$ cat src/rtl/async_ctrl_pkg.sv
// Shared types and constants for the async clear/preset control generator.
package async_ctrl_pkg;

   // Sequencer states
   typedef enum logic [1:0] {
      RST_REL = 2'd0,
      IDLE    = 2'd1,
      ASSERT  = 2'd2,
      GAP     = 2'd3
   } state_e;

   // Requested operation on the target flop
   typedef enum logic {
      OP_CLR = 1'b0,
      OP_PR  = 1'b1
   } op_e;

   localparam int unsigned FAIL_CNT_W = 8;

   // Width of a down-counter that must hold max(a, b) - 1 (and tolerate max(a, b))
   function automatic int unsigned cnt_width(input int unsigned a, input int unsigned b);
      int unsigned m;
      m = (a > b) ? a : b;
      return $clog2(m + 1);
   endfunction

endpackage

$ cat src/rtl/async_ctrl_gen_if.sv
// Request handshake and status bundle of async_ctrl_gen.
interface async_ctrl_gen_if;
   logic req_valid;
   logic req_op;
   logic req_ready;
   logic busy;
   logic done;

   // Requester side
   modport master (
      output req_valid,
      output req_op,
      input  req_ready,
      input  busy,
      input  done
   );

   // Generator side
   modport slave (
      input  req_valid,
      input  req_op,
      output req_ready,
      output busy,
      output done
   );
endinterface

$ cat src/rtl/async_ctrl_chk.sv
// Post-release checker: compares the observed target q with the value the
// completed operation should have produced and keeps a saturating miss count.
module async_ctrl_chk
   import async_ctrl_pkg::*;
(
   input  logic                  clk,
   input  logic                  clr,
   input  logic                  sample,
   input  op_e                   op,
   input  logic                  q_obs,
   output logic                  chk_fail,
   output logic [FAIL_CNT_W-1:0] fail_cnt
);

   logic                  mismatch;
   logic                  chk_fail_q;
   logic [FAIL_CNT_W-1:0] fail_cnt_q;

   // Clear must leave q=0, preset must leave q=1
   always_comb begin
      mismatch = sample && (q_obs != (op == OP_PR));
   end

   // Fail pulse and saturating counter
   always_ff @(posedge clk or posedge clr) begin
      if (clr) begin
         chk_fail_q <= 1'b0;
         fail_cnt_q <= '0;
      end else begin
         chk_fail_q <= mismatch;
         if (mismatch && (fail_cnt_q != {FAIL_CNT_W{1'b1}})) begin
            fail_cnt_q <= fail_cnt_q + 1'b1;
         end
      end
   end

   assign chk_fail = chk_fail_q;
   assign fail_cnt = fail_cnt_q;

endmodule

$ cat src/rtl/async_ctrl_gen.sv
// Generator of clean, clk-synchronous async clear/preset pulses for downstream
// async-control flops. One request at a time over valid/ready; each request
// gives a PULSE_W-cycle pulse on tgt_clr or tgt_pr, then RELEASE_GAP quiet
// cycles, then a done pulse. System reset passes straight through to tgt_clr.
// Optional q checker is built when ASYNC_CTRL_CHECK_EN is defined.
module async_ctrl_gen
   import async_ctrl_pkg::*;
#(
   parameter int unsigned PULSE_W     = 2,
   parameter int unsigned RELEASE_GAP = 1
) (
   input  logic                  clk,
   input  logic                  clr,
   async_ctrl_gen_if.slave       bus,
   output logic                  tgt_clr,
   output logic                  tgt_pr,
   input  logic                  q_obs,
   output logic                  chk_fail,
   output logic [FAIL_CNT_W-1:0] fail_cnt
);

   localparam int unsigned CW = cnt_width(PULSE_W, RELEASE_GAP);
   localparam logic [CW-1:0] PULSE_LD = CW'(PULSE_W - 1);
   localparam logic [CW-1:0] GAP_LD   = CW'(RELEASE_GAP - 1);

   // Reject zero-length pulse or gap at elaboration
   if (PULSE_W == 0) begin : g_bad_pulse_w
      $error("async_ctrl_gen: PULSE_W must be >= 1");
   end
   if (RELEASE_GAP == 0) begin : g_bad_release_gap
      $error("async_ctrl_gen: RELEASE_GAP must be >= 1");
   end

   state_e        state_q, state_d;
   logic [CW-1:0] cnt_q, cnt_d;
   op_e           op_q, op_d;
   logic          tgt_clr_q, tgt_clr_d;
   logic          tgt_pr_q, tgt_pr_d;
   logic          done_q, done_d;
   logic          gap_exit;

   // Sequencer next state; the counter loads on state entry and the state
   // advances when it reaches zero
   always_comb begin
      state_d   = state_q;
      cnt_d     = cnt_q;
      op_d      = op_q;
      tgt_clr_d = tgt_clr_q;
      tgt_pr_d  = tgt_pr_q;
      done_d    = 1'b0;
      gap_exit  = 1'b0;
      unique case (state_q)
         RST_REL: begin
            // First edge after reset release: drop the passed-through clear
            // synchronously and treat it as a completed clear request
            state_d   = GAP;
            cnt_d     = GAP_LD;
            op_d      = OP_CLR;
            tgt_clr_d = 1'b0;
            tgt_pr_d  = 1'b0;
         end
         IDLE: begin
            if (bus.req_valid) begin
               state_d   = ASSERT;
               cnt_d     = PULSE_LD;
               op_d      = op_e'(bus.req_op);
               tgt_clr_d = ~bus.req_op;
               tgt_pr_d  = bus.req_op;
            end
         end
         ASSERT: begin
            if (cnt_q == '0) begin
               state_d   = GAP;
               cnt_d     = GAP_LD;
               tgt_clr_d = 1'b0;
               tgt_pr_d  = 1'b0;
            end else begin
               cnt_d = cnt_q - 1'b1;
            end
         end
         GAP: begin
            if (cnt_q == '0) begin
               state_d  = IDLE;
               done_d   = 1'b1;
               gap_exit = 1'b1;
            end else begin
               cnt_d = cnt_q - 1'b1;
            end
         end
         default: begin
            state_d = RST_REL;
         end
      endcase
   end

   // State registers; reset forces the clear through to the target at once
   always_ff @(posedge clk or posedge clr) begin
      if (clr) begin
         state_q   <= RST_REL;
         cnt_q     <= '0;
         op_q      <= OP_CLR;
         tgt_clr_q <= 1'b1;
         tgt_pr_q  <= 1'b0;
         done_q    <= 1'b0;
      end else begin
         state_q   <= state_d;
         cnt_q     <= cnt_d;
         op_q      <= op_d;
         tgt_clr_q <= tgt_clr_d;
         tgt_pr_q  <= tgt_pr_d;
         done_q    <= done_d;
      end
   end

   // Status outputs decoded from the registered state
   always_comb begin
      bus.req_ready = (state_q == IDLE);
      bus.busy      = (state_q != IDLE);
      bus.done      = done_q;
   end

   assign tgt_clr = tgt_clr_q;
   assign tgt_pr  = tgt_pr_q;

`ifdef ASYNC_CTRL_CHECK_EN
   async_ctrl_chk u_chk (
      .clk      (clk),
      .clr      (clr),
      .sample   (gap_exit),
      .op       (op_q),
      .q_obs    (q_obs),
      .chk_fail (chk_fail),
      .fail_cnt (fail_cnt)
   );
`else
   logic unused_chk;
   assign unused_chk = ^{q_obs, gap_exit, op_q};
   assign chk_fail   = 1'b0;
   assign fail_cnt   = '0;
`endif

endmodule

$ cat src/flat_wrapper.sv
// flat-port wrapper written by rule: the top's interface ports become plain ports
module async_ctrl_gen_flat import async_ctrl_pkg::*;
#(
   parameter int unsigned PULSE_W     = 2,
   parameter int unsigned RELEASE_GAP = 1
)
  (clk, clr, tgt_clr, tgt_pr, q_obs, chk_fail, fail_cnt, bus_req_valid, bus_req_op, bus_req_ready, bus_busy, bus_done);
  async_ctrl_gen_if bus_i ();
  input  logic clk;
  input  logic clr;
  output logic tgt_clr;
  output logic tgt_pr;
  input  logic q_obs;
  output logic chk_fail;
  output logic [FAIL_CNT_W-1:0] fail_cnt;
  input wire logic [$bits(bus_i.req_valid)-1:0] bus_req_valid;
  input wire logic [$bits(bus_i.req_op)-1:0] bus_req_op;
  output wire logic [$bits(bus_i.req_ready)-1:0] bus_req_ready;
  output wire logic [$bits(bus_i.busy)-1:0] bus_busy;
  output wire logic [$bits(bus_i.done)-1:0] bus_done;
  assign bus_i.req_valid = bus_req_valid;
  assign bus_i.req_op = bus_req_op;
  assign bus_req_ready = bus_i.req_ready;
  assign bus_busy = bus_i.busy;
  assign bus_done = bus_i.done;
  async_ctrl_gen #(.PULSE_W(PULSE_W), .RELEASE_GAP(RELEASE_GAP)) u_core (.clk(clk), .clr(clr), .bus(bus_i), .tgt_clr(tgt_clr), .tgt_pr(tgt_pr), .q_obs(q_obs), .chk_fail(chk_fail), .fail_cnt(fail_cnt));
endmodule
$ cat config.mk
export PLATFORM = sky130hd
export DESIGN_NAME = async_ctrl_gen_flat
export DESIGN_NICKNAME = d
export VERILOG_FILES = /design/src/rtl/async_ctrl_pkg.sv /design/src/rtl/async_ctrl_gen_if.sv /design/src/rtl/async_ctrl_chk.sv /design/src/rtl/async_ctrl_gen.sv /design/src/flat_wrapper.sv
export SDC_FILE = /design/constraint.sdc
export NUM_CORES = 1
export LEC_CHECK = 0
export ABC_CLOCK_PERIOD_IN_PS = 3600
export BUFFER_PORTS_ARGS = -buffer_cell sky130_fd_sc_hd__buf_2
export CORE_AREA = 4 4 41 43
export CTS_BUF_LIST = sky130_fd_sc_hd__clkbuf_8
export DETAILED_ROUTE_END_ITERATION = 7
export DIE_AREA = 0 0 45 47
export REMOVE_ABC_BUFFERS = 1
export SYNTH_ARGS = -nofsm -noshare
export SYNTH_HDL_FRONTEND = slang
export SYNTH_HIERARCHICAL = 1
export SYNTH_SLANG_ARGS = --single-unit
$ cat constraint.sdc
create_clock -name clk -period 3.6 [get_ports clk]
set_input_delay 0.36 -clock clk [delete_from_list [all_inputs] [get_ports clk]]
set_output_delay 0.36 -clock clk [all_outputs]
set_load 0.02 [all_outputs]
==> flow_summary.toml <==
[run_status]
outcome = "completed"

[pwr]
power.leakage_nw = 0.264
ir_worst_vdd_v = 0.000304
powerDensity_mw_per_mm2 = 951
p_total_mw = 0.479

[placement]
place_area_um2 = 459
hpwl_um = 584
gp_congestion = 0.637
post-place-ws_ns = 2.24
port-buffer-count = 8

[die]
num_rows = 13
die-area_mm2 = 0.00212
die_y_um = 47
start_util_pct = 33.7
die_width_um = 45
num_io_pins = 19
coreArea_mm2 = 0.00130

[clock_tree]
cts_buffers = 3
cts_root_buf = "clkbuf_8"
cts_tree = "done"
cts_max_path_buffers = 2
holdBufCountCts = 0
clk_latency_ns = 0.22
clock-sinks = 7
clk_pin_slew_ns = 0.04
postCtsSetupRepairBufs = 0
htree_levels = 1
postCtsResizedCells = 0

[sta]
drv_slew = 0
period_needed_ns = 1.49
final.setup.tns_ns = 0
grt_setup_unrepaired = "false"
timing.final.crit_share_pct = 41.5
clock_skew_ns = 0.000296
fmax_ghz = 0.670
hold_viol_final = 0
layout_setup_ws_ns = 2.11
setup_viol = 0

[yosys]
ys_ff_latch = 7
synth_area_per_cell_um2 = 9.73
netlist_area_um2 = 438
yosys_warnings = 6
synth_cell_types = 22
synth_cells = 45
ys_seq_area_share_pct = 40.3

[detailed_routing]
drt_iter0_drc = 3
routed_wl_um = 724
viasPerCell = 4.18
drc = 0
avgRoutedWirePerCell_um = 10.2
dr_total_vias = 297
first_pass_iters = 4
drtAntennaViolNets = 0

[grt]
grt_pass1_vias = 258
grt_max_degree = 10
grt_overflow = 0
grtUsageTotal_pct = 8.59
grt_pass1_wl_um = 1110
antenna_found_initial = 0

[run]
maxCapViolCount = 0

[critical_path]
critPathMaxFanout = 8
r2r_cells = 5
critPathKind = "register to primary output"
cp.required_ns = 3.24
crit_start = "u_core/state_q[1]$_DFFE_PP0P_"
worstSetupEndpointType = "primary output"
r2r-start = "u_core/cnt_q[0]$_DFFE_PP0P_"
startpoint_type = "register"
arrival_ns = 1.13
r2r-end = "u_core/tgt_pr$_DFFE_PP0P_"
reg2reg_slack_ns = 2.22

[hold_path]
hp-class = "primary input to async pin"

[final_layout]
finish.utilization_pct = 38.8
layout-drive-gt1-share_pct = 30.4
num_antenna_cells = 0
nets = 65
final_area_um2 = 504
area_growth_pct = 15.1
report_power, final:
| group | total, mW | internal (mW) | switching [mW] |
|---|---|---|---|
| logic | 0.217 | 0.0933 | 0.124 |
| clock network | 0.104 | 0.0734 | 0.0310 |
| registers | 0.158 | 0.120 | 0.0375 |
cells in the final DEF, fill, tap and decap left out, drive strengths merged:
cell	instances
and2b	1
conb	9
nand2	1
a21boi	1
nand3	2
nor3b	1
xor2	1
ha	3
dfrtp	6
and3	1
nor3	1
a311oi	1
a21oi	1
clkbuf	3
buf	8
nor2b	1
inv	7
o22ai	1
nand2b	2
o21ai	3
dfstp	1
o21a	1
flip-flops by register name (all words and copies together), names as in the netlist:
register and flops:
u_core/bus.done 1, u_core/cnt_q 2, u_core/state_q 2, u_core/tgt_clr 1
u_core/tgt_pr 1
metal layers:
| metal | vias to the layer above | part of all wire, % | GRT usage (%) |
|---|---|---|---|
| met5 | - | 0 | 0 |
| met4 | 0 | 5.5 | 12.3 |
| met3 | 5 | 11 | 4.60 |
| met2 | 15 | 44 | 11.0 |
| met1 | 129 | 39 | 8.33 |
| li1 | 148 | - | - |
through the flow:
step	hold slack (ns)	std cells
final	0.0578	71
after global routing	0.0864	71
after CTS	0.0636	71
after detailed placement	0.304	67
after global placement	0.301	67
after floorplan	0.163	44
synth_stat cells:
cell,number,area (um2)
nor2b_1,1,6.26
nand3_1,2,10.0
dfstp_2,1,26.3
and2b_4,1,10.0
ha_1,3,37.5
xor2_1,1,8.76
o21ai_1,3,15.0
dfrtp_1,6,150
o22ai_2,1,12.5
conb_1,1,3.75
and3_2,1,7.51
a21boi_1,1,7.51
inv_1,5,18.8
o21a_1,1,7.51
inv_2,1,3.75
a21oi_1,1,5.00
a311oi_1,1,8.76
nor3b_1,1,7.51
nor3_1,1,5.00
nand2b_1,2,12.5
buf_4,9,67.6
nand2_2,1,6.26
cell type report:
cell class / instances / area (um2)
fillers: 135 / 797
well taps: 15 / 18.8
inverters: 6 / 22.5
multi-input cells: 31 / 201
clock inverters: 1 / 3.75
clock buffers: 3 / 41.3
repair buffers: 8 / 40.0
flip-flops and latches: 7 / 176
critical path, cell delays in order, from the launching register on:
cell,delay (ns)
dfrtp_1,0.43
and2b_4,0.30
inv_2,0.03
buf_2,0.15
logic make-up after synthesis:
kind of cell / after synthesis / synth area share, %
buf+inv: 15 / 20.6
simple gates: 10 / 14.9
compound gates: 8 / 12.9
flops: 7 / 40.3
fa+ha+maj: 3 / 8.57
xor+xnor: 1 / 2.00
other cells: 1 / 0.856
worst max path at each step:
stage	end	slack [ns]
floorplan	u_core/tgt_pr$_DFFE_PP0P_	2.39
global placement	u_core/tgt_pr$_DFFE_PP0P_	2.26
detailed placement	u_core/tgt_pr$_DFFE_PP0P_	2.24
CTS	bus_busy	2.10
global route	bus_busy	2.05
finish	bus_busy	2.11
(Power assumes the default switching activity.)
